===== src/rtl/rx_frame_pkg.sv =====
// Shared types for the receive frame buffer sequencer.
// Pixel layout and FSM states used by controller and packer.
package rx_frame_pkg;

  typedef enum logic {
    S_RECV,
    S_READ
  } state_t;

  typedef struct packed {
    logic [7:0] r;
    logic [7:0] g;
    logic [7:0] b;
  } rgb_t;

  localparam int BYTES_PER_PIXEL = 3;

endpackage


===== src/rtl/rx_pixel_packer.sv =====
// Packs R,G,B bytes into one pixel strobe.
// Also watches for stalled partial frames.
module rx_pixel_packer
  import rx_frame_pkg::*;
#(
  parameter int unsigned TIMEOUT_CYCLES = 1_000_000
) (
  input  logic       clk,
  input  logic       rst_n,
  input  logic       byte_valid,
  input  logic [7:0] byte_data,
  input  logic       frame_open,
  output logic       pixel_valid,
  output rgb_t       pixel,
  output logic       timeout
);

  localparam int IDLE_W = $clog2(TIMEOUT_CYCLES + 1);
  localparam logic [1:0] LAST_SLOT = 2'(BYTES_PER_PIXEL - 1);
  localparam logic [IDLE_W-1:0] IDLE_MAX = IDLE_W'(TIMEOUT_CYCLES - 1);

  logic [1:0]        byte_cnt;
  logic [7:0]        r_q;
  logic [7:0]        g_q;
  logic [IDLE_W-1:0] idle_cnt;
  logic              counting;

  assign counting = (frame_open || byte_cnt != 2'd0) && !byte_valid;
  assign timeout = counting && (idle_cnt == IDLE_MAX);
  assign pixel_valid = byte_valid && (byte_cnt == LAST_SLOT);
  assign pixel = '{r: r_q, g: g_q, b: byte_data};

  always_ff @(posedge clk or negedge rst_n) begin
    if (!rst_n) begin
      byte_cnt <= 2'd0;
      r_q      <= 8'd0;
      g_q      <= 8'd0;
      idle_cnt <= '0;
    end else if (byte_valid) begin
      idle_cnt <= '0;
      unique case (1'b1)
        byte_cnt == 2'd0: begin
          r_q      <= byte_data;
          byte_cnt <= 2'd1;
        end
        byte_cnt == 2'd1: begin
          g_q      <= byte_data;
          byte_cnt <= 2'd2;
        end
        default: byte_cnt <= 2'd0;
      endcase
    end else if (timeout) begin
      byte_cnt <= 2'd0;
      idle_cnt <= '0;
    end else if (counting) begin
      idle_cnt <= idle_cnt + IDLE_W'(1);
    end else begin
      idle_cnt <= '0;
    end
  end

endmodule


===== src/rtl/rx_frame_ctrl.sv =====
// Receive frame buffer sequencer: UART bytes into RAM,
// then the stored frame streamed out over valid/ready.
module rx_frame_ctrl
  import rx_frame_pkg::*;
#(
  parameter int RGB_WIDTH      = 24,
  parameter int IMG_WIDTH      = 80,
  parameter int IMG_HEIGHT     = 120,
  parameter int TOTAL_PIXELS   = IMG_WIDTH * IMG_HEIGHT,
  parameter int ADDR_WIDTH     = $clog2(TOTAL_PIXELS),
  parameter int TIMEOUT_CYCLES = 1_000_000
) (
  input  logic                  clk,
  input  logic                  rst_n,
  input  logic                  rx_valid,
  input  logic [7:0]            rx_data,
  output logic                  ram_we,
  output logic [RGB_WIDTH-1:0]  ram_wData,
  output logic [ADDR_WIDTH-1:0] ram_wAddr,
  output logic                  ram_frame_done,
  output logic                  ram_oe,
  output logic [ADDR_WIDTH-1:0] ram_rAddr,
  input  logic [RGB_WIDTH-1:0]  ram_imgData,
  output logic                  pix_valid,
  output logic [RGB_WIDTH-1:0]  pix_data,
  output logic                  pix_last,
  input  logic                  pix_ready,
  output logic                  rx_drop,
  output logic                  timeout_err,
  output logic                  busy
);

  localparam logic [ADDR_WIDTH-1:0] LAST = ADDR_WIDTH'(TOTAL_PIXELS - 1);

  state_t                state;
  logic [ADDR_WIDTH-1:0] pix_cnt;
  logic [ADDR_WIDTH-1:0] rd_ptr;
  logic                  rd_end;
  logic                  accept;
  logic                  pixel_valid;
  rgb_t                  pixel;
  logic                  timeout;
  logic                  frame_open;
  logic                  load;
  logic                  last_hs;

  assign accept = rx_valid && (state == S_RECV);
  assign frame_open = (state == S_RECV) && (pix_cnt != '0);

  rx_pixel_packer #(
    .TIMEOUT_CYCLES(TIMEOUT_CYCLES)
  ) u_packer (
    .clk        (clk),
    .rst_n      (rst_n),
    .byte_valid (accept),
    .byte_data  (rx_data),
    .frame_open (frame_open),
    .pixel_valid(pixel_valid),
    .pixel      (pixel),
    .timeout    (timeout)
  );

  assign ram_we = pixel_valid;
  assign ram_wData = pixel_valid ? pixel : '0;
  assign ram_wAddr = pix_cnt;
  assign ram_oe = (state == S_READ);
  assign ram_rAddr = rd_ptr;
  assign busy = (state == S_READ);

  // rd_end marks that the last address has been loaded
  assign load = !rd_end && (!pix_valid || pix_ready);
  assign last_hs = pix_valid && pix_ready && pix_last;

  always_ff @(posedge clk or negedge rst_n) begin
    if (!rst_n) begin
      state          <= S_RECV;
      pix_cnt        <= '0;
      rd_ptr         <= '0;
      rd_end         <= 1'b0;
      pix_valid      <= 1'b0;
      pix_data       <= '0;
      pix_last       <= 1'b0;
      ram_frame_done <= 1'b0;
      rx_drop        <= 1'b0;
      timeout_err    <= 1'b0;
    end else begin
      ram_frame_done <= 1'b0;
      rx_drop        <= rx_valid && (state == S_READ);
      timeout_err    <= timeout;
      unique case (state)
        S_RECV: begin
          if (pixel_valid) begin
            if (pix_cnt == LAST) begin
              pix_cnt        <= '0;
              ram_frame_done <= 1'b1;
              state          <= S_READ;
            end else begin
              pix_cnt <= pix_cnt + ADDR_WIDTH'(1);
            end
          end else if (timeout) begin
            pix_cnt <= '0;
          end
        end
        S_READ: begin
          if (last_hs) begin
            pix_valid <= 1'b0;
            pix_last  <= 1'b0;
            rd_ptr    <= '0;
            rd_end    <= 1'b0;
            state     <= S_RECV;
          end else if (load) begin
            pix_data  <= ram_imgData;
            pix_valid <= 1'b1;
            pix_last  <= (rd_ptr == LAST);
            if (rd_ptr == LAST) rd_end <= 1'b1;
            else rd_ptr <= rd_ptr + ADDR_WIDTH'(1);
          end else if (pix_valid && pix_ready) begin
            pix_valid <= 1'b0;
          end
        end
        default: state <= S_RECV;
      endcase
    end
  end

endmodule


===== config.mk =====
export PLATFORM = sky130hd
export DESIGN_NAME = rx_frame_ctrl
export DESIGN_NICKNAME = d
export VERILOG_FILES = /design/src/rtl/rx_frame_pkg.sv /design/src/rtl/rx_pixel_packer.sv /design/src/rtl/rx_frame_ctrl.sv
export SDC_FILE = /design/constraint.sdc
export NUM_CORES = 1
export LEC_CHECK = 0
export ABC_AREA = 0
export CAP_MARGIN = 10
export CORE_MARGIN = 2
export CORE_UTILIZATION = 51
export CTS_BUF_LIST = sky130_fd_sc_hd__clkbuf_2 sky130_fd_sc_hd__clkbuf_4 sky130_fd_sc_hd__clkbuf_8
export DETAILED_ROUTE_END_ITERATION = 16
export PLACE_DENSITY_LB_ADDON = 0.25
export SLEW_MARGIN = 40
export SYNTH_ARGS = -nofsm -noshare
export SYNTH_HDL_FRONTEND = slang
export SYNTH_SLANG_ARGS = --single-unit

===== constraint.sdc =====
create_clock -name clk -period 2.5 [get_ports clk]
set_input_delay 0.5 -clock clk [delete_from_list [all_inputs] [get_ports clk]]
set_output_delay 0.5 -clock clk [all_outputs]
set_load 0.03 [all_outputs]

* After elaboration in Yosys (flattened, before gate mapping)
Cells that the tools add are included.
** Word-level totals
- Flip-flop bits (word level) :: 97
- Bits in latches :: 0
- Bits in writable memories :: 0
- ROM bits :: 0
- Input port bits :: 36
- Word-level logic and storage cells :: 81
- Memories :: 0
** Operators by class
- Add/subtract/negate cells :: 3
- $mul :: 0
- Div/mod/pow operators :: 0
- Order comparisons :: 0
- Eq/ne operators :: 6
- Shift operators :: 0
- Multiplexer cells :: 26
- Bitwise logic cells :: 2
- Reduce and logical (&&, ||, !) cells :: 30
** Operators by type and width (number)
- 14-bit 2-to-1 mux :: 6
- 20-bit 2-to-1 mux :: 3
- 14-bit by 1-bit adder with 14-bit output (second input constant) :: 2
- 14-bit == test (second input constant) :: 2
- 24-bit 2-to-1 mux :: 1
- 20-bit by 1-bit adder with 20-bit output (second input constant) :: 1
- 20-bit == test (second input constant) :: 1
- 14-bit nonzero test :: 1
- 1-bit 2-to-1 mux :: 12
- 2-bit AND reduction :: 5
- 2-bit nonzero test :: 5
- 1-bit logical AND :: 9
- 3-bit AND reduction :: 3
- 2-bit 2-to-1 mux :: 2
- 2-bit one-hot mux with 2 select lines :: 1
- 1-bit zero test :: 3
- 3-bit nonzero test :: 1
- 2-bit by 1-bit == test with 1-bit output (second input constant) :: 1
- 2-bit == test (second input constant) :: 1
- 2-bit zero test :: 1
- 1-bit logical OR :: 2
- 2-bit != test (second input constant) :: 1
- 1-bit NOT :: 2
- 1-bit one-hot mux with 2 select lines :: 1

* Longest topological paths before layout
- Depth after elaboration :: 7
- Mapped depth :: 9

* Hierarchy
Synthesis repeated with hierarchy kept, for this count alone.
** Second synthesis, totals
- Cell total of the unflattened synthesis :: 443
- Area, all modules :: 4799.6 µm²
** By module, submodules not included
- rx_frame_ctrl :: times used 1, cells an instance 287, area each 3029.2 µm²
- rx_pixel_packer :: times used 1, cells an instance 156, area each 1770.4 µm²

* Worst setup path after synthesis
No wires, ideal clock.
- Kind :: register to output
- Start :: reg state (netlist: busy)
- End :: out ram_wData[14]
- Data arrival time :: 1918 ps
- Path slack :: 82 ps
- Cell stages (with the launch flop) :: 6
- Cells stage by stage :: dfrtp_1 > nor2b_1 > nand3b_1 > inv_1 > clkbuf_1 > and2_1
** On the way
- Longest elaborated chain between the ends :: 4
** RTL lines
- start, declared :: RTL line rx_frame_ctrl.sv:35 : state_t state;
- start signal, assigned :: RTL line rx_frame_ctrl.sv:76 : state <= S_RECV;
- start signal, assigned :: RTL line rx_frame_ctrl.sv:96 : state <= S_READ;
- start signal, assigned :: RTL line rx_frame_ctrl.sv:110 : state <= S_RECV;
- 1-bit NOT
- 1-bit logical AND :: RTL line rx_frame_ctrl.sv:47 : assign accept = rx_valid && (state == S_RECV);
- 1-bit logical AND :: RTL line rx_pixel_packer.sv:30 : assign pixel_valid = byte_valid && (byte_cnt == LAST_SLOT);
- named net ram_we :: RTL line rx_frame_ctrl.sv:17 : output logic ram_we,
- 24-bit 2-to-1 mux :: RTL line rx_frame_ctrl.sv:64 : assign ram_wData = pixel_valid ? pixel : '0;
- end, declared :: RTL line rx_frame_ctrl.sv:18 : output logic [RGB_WIDTH-1:0] ram_wData,
The timed path passes the listed nets, and every way through them passes these cells.

* Worst setup path after layout
- Start :: in rx_valid
- End :: out ram_wData[5]
** On the way
- Longest elaborated chain between the ends :: 3
** RTL lines
- start, declared :: RTL line rx_frame_ctrl.sv:15 : input logic rx_valid,
- 1-bit logical AND :: RTL line rx_frame_ctrl.sv:47
- 1-bit logical AND :: RTL line rx_pixel_packer.sv:30
- 24-bit 2-to-1 mux :: RTL line rx_frame_ctrl.sv:64
Every way passes these cells.

==> metrics.txt <==
outcome=completed; htree depth=3; Post-synth EDFFs=0; ANT nets after route=0; commonest non-fill, non-tap cell in the layout=dfrtp_1; sequential-to-total area share from yosys stat=52.73%; worst setup margin=109.4 ps; chip width=99.01 µm; core footprint=8721 µm²; CP Class=in2out; vias in the first global route=3599; top_reg_cell synth=dfrtp_1; top-area cell type share of the netlist area=52.73%; Residual DRC=0; most frequent cells in the layout=dfrtp_1, clkdlybuf4s50_1, mux2_2; GPL Wtd Cong=0.8676; Initial Util=52.78%; fin crit share=95.62%; Nets=582; Max-cap violations=0; worst path required time=2000 ps; Post-Syn Area per Cell=11.17 µm²; post-CTS resize count=0; num rows=34; Netlist Area Pre-Place=4603 µm²; total track usage=21.36%; TritonCTS buffer count=9; DP HPWL=7383 µm; Max Slew Vio Count=0; fin crit period=2391 ps; Peak VDD IR=0.0003291 V; crit path max fanout=34; top post-synthesis cells by area=dfrtp_1, mux2_2, xor2_1, and2_1, nor2_1; startpoint types=primary input; grt total ovfl=0; Avg WL per Cell=15.61 µm; largest net degree at the start of global routing=43; Iter 0 DRT Violations=128; first-pass GRT wire length=17000 µm; HP Class=in2async; chip height=99.01 µm; via total after detailed routing=3650; IO Pins=120; P_leak=2.621 nW; first drt pass iteration count=4; Ant. Diodes=0; Clock Skews=11.28 ps; Arrival @ worst endpoint=1890 ps; crit end category=output port; layout cells sized above 1=19.93%; Yosys reg bits=97; Hold Vio Cnt, Final=0; Place WS=109.2 ps; IO Port Bufs=119; PD cells=646.1 nW/µm²; Max Freq=0.4183 GHz; clock tree buffer depth=2; clk_lat worst skew=360 ps; CTS tree=built; Slew Limit Headroom=52.20%; Syn Inst Count=412; die area=9802 µm²; Synth area leader=dfrtp_1; # clock sinks=97; worst slew pin tran=711.6 ps; Synth cell types=55; postcts setup bufs=0; layout overhead on the synthesized area=33.38%; unrepaired setup endpoints after global routing=no; cts hold-fix bufs=0; clk slew on worst S/H paths=90 ps; Synth warnings=0; asr flop ratio synth=100.0%; initial antenna violation count=0; Avg Vias per Cell=5.573; post-synth net total=452; CTS Root Cell=clkbuf_8; Total Wirelength=10230 µm; setup tns final=0 ps; Final setup viols=0
[state kept, by name, indices dropped and copies added (netlist names)]
signal and count:
pix_last 1, ram_wAddr 14, ram_frame_done 1, rx_drop 1, busy 1, pix_data 24, u_packer.idle_cnt 20, u_packer.g_q 8
rd_end 1, ram_rAddr 14, u_packer.byte_cnt 2, u_packer.r_q 8, pix_valid 1, timeout_err 1
[synth_stat cells (all sizes together) (8+ instances only)]
library cell	count
and2	27
and3	9
buf	8
dfrtp	97
inv	10
mux2	41
nand2	18
nand3	18
nand4	14
nor2	37
nor3	9
o21ai	11
xor2	22
[kinds of logic (layout without fill, tap and decap cells)]
| family | count (synthesis) | count (layout) | share of synthesized area [%] |
|---|---|---|---|
| fa+ha+maj | 4 | 4 | 1.087 |
| xor+xnor | 28 | 28 | 5.327 |
| mux | 42 | 42 | 10.25 |
| flops | 97 | 97 | 52.73 |
| simple gates | 170 | 170 | 20.82 |
| buf+inv | 24 | 159 | 2.528 |
| compound gates | 47 | 47 | 7.258 |
[area by class of cell]
class / count / area, µm²
Clock buffer: 10 / 137.6
Clock inverter: 6 / 66.31
Fill cell: 668 / 2581
Inverter: 10 / 37.54
Multi-Input combinational cell: 291 / 2067
Sequential cell: 97 / 2427
Tap cell: 108 / 135.1
Timing Repair Buffer: 133 / 1269
[worst max-delay path, stage by stage]
cell             delay, ps
clkdlybuf4s50_1        490
nor2b_1                190
nand3b_1               110
inv_1                  110
buf_12                 170
and2_1                 150
buf_4                  160
[path summary, 6_finish.rpt]
check	slack [ps]	end	cells after the start	start
max	110	ram_wData[5]	7	rx_valid
min	40	ram_wAddr[7]	1	rst_n
max reg2reg	340	ram_wAddr[2]	5	ram_wAddr[7]
min reg2reg	500	u_packer.g_q[3]	1	u_packer.g_q[3]
max in group asynchronous	1760	pix_data[11]	2	rst_n
min in group clk	500	u_packer.g_q[3]	1	u_packer.g_q[3]
[metal layers]
| metal | GRT usage, % | vias to the layer above | share of wire [%] |
|---|---|---|---|
| met4 | 6.639 | 0 | 1.2 |
| met1 | 26.83 | 1779 | 41 |
| met3 | 7.872 | 11 | 9.4 |
| met5 | 0 | - | 0 |
| met2 | 34.62 | 121 | 48 |
| li1 | - | 1739 | - |
[power breakdown]
group / internal (mW) / switching, mW / total [mW] / leakage (nW)
registers: 1.77 / 0.157 / 1.93 / 1.22
clock network: 0.491 / 0.543 / 1.03 / 0.0949
logic: 0.487 / 0.514 / 1.00 / 1.30
[metrics by stage]
stage / hold WS [ps] / util, % / std cells / total power, mW / area (µm²)
after floorplan: 204.4 / - / 412 / 2.575 / 4603
after global placement: 450.4 / 68.06 / 639 / 2.932 / 5936
after detailed placement: 449.0 / 68.06 / 639 / 2.970 / 5936
after CTS: 56.79 / 70.40 / 655 / 4.001 / 6140
after global routing: 64.92 / 70.40 / 655 / 4.162 / 6140
final: 44.12 / 70.40 / 655 / 3.967 / 6140
Note: power is estimated with default switching activity, not from simulation.
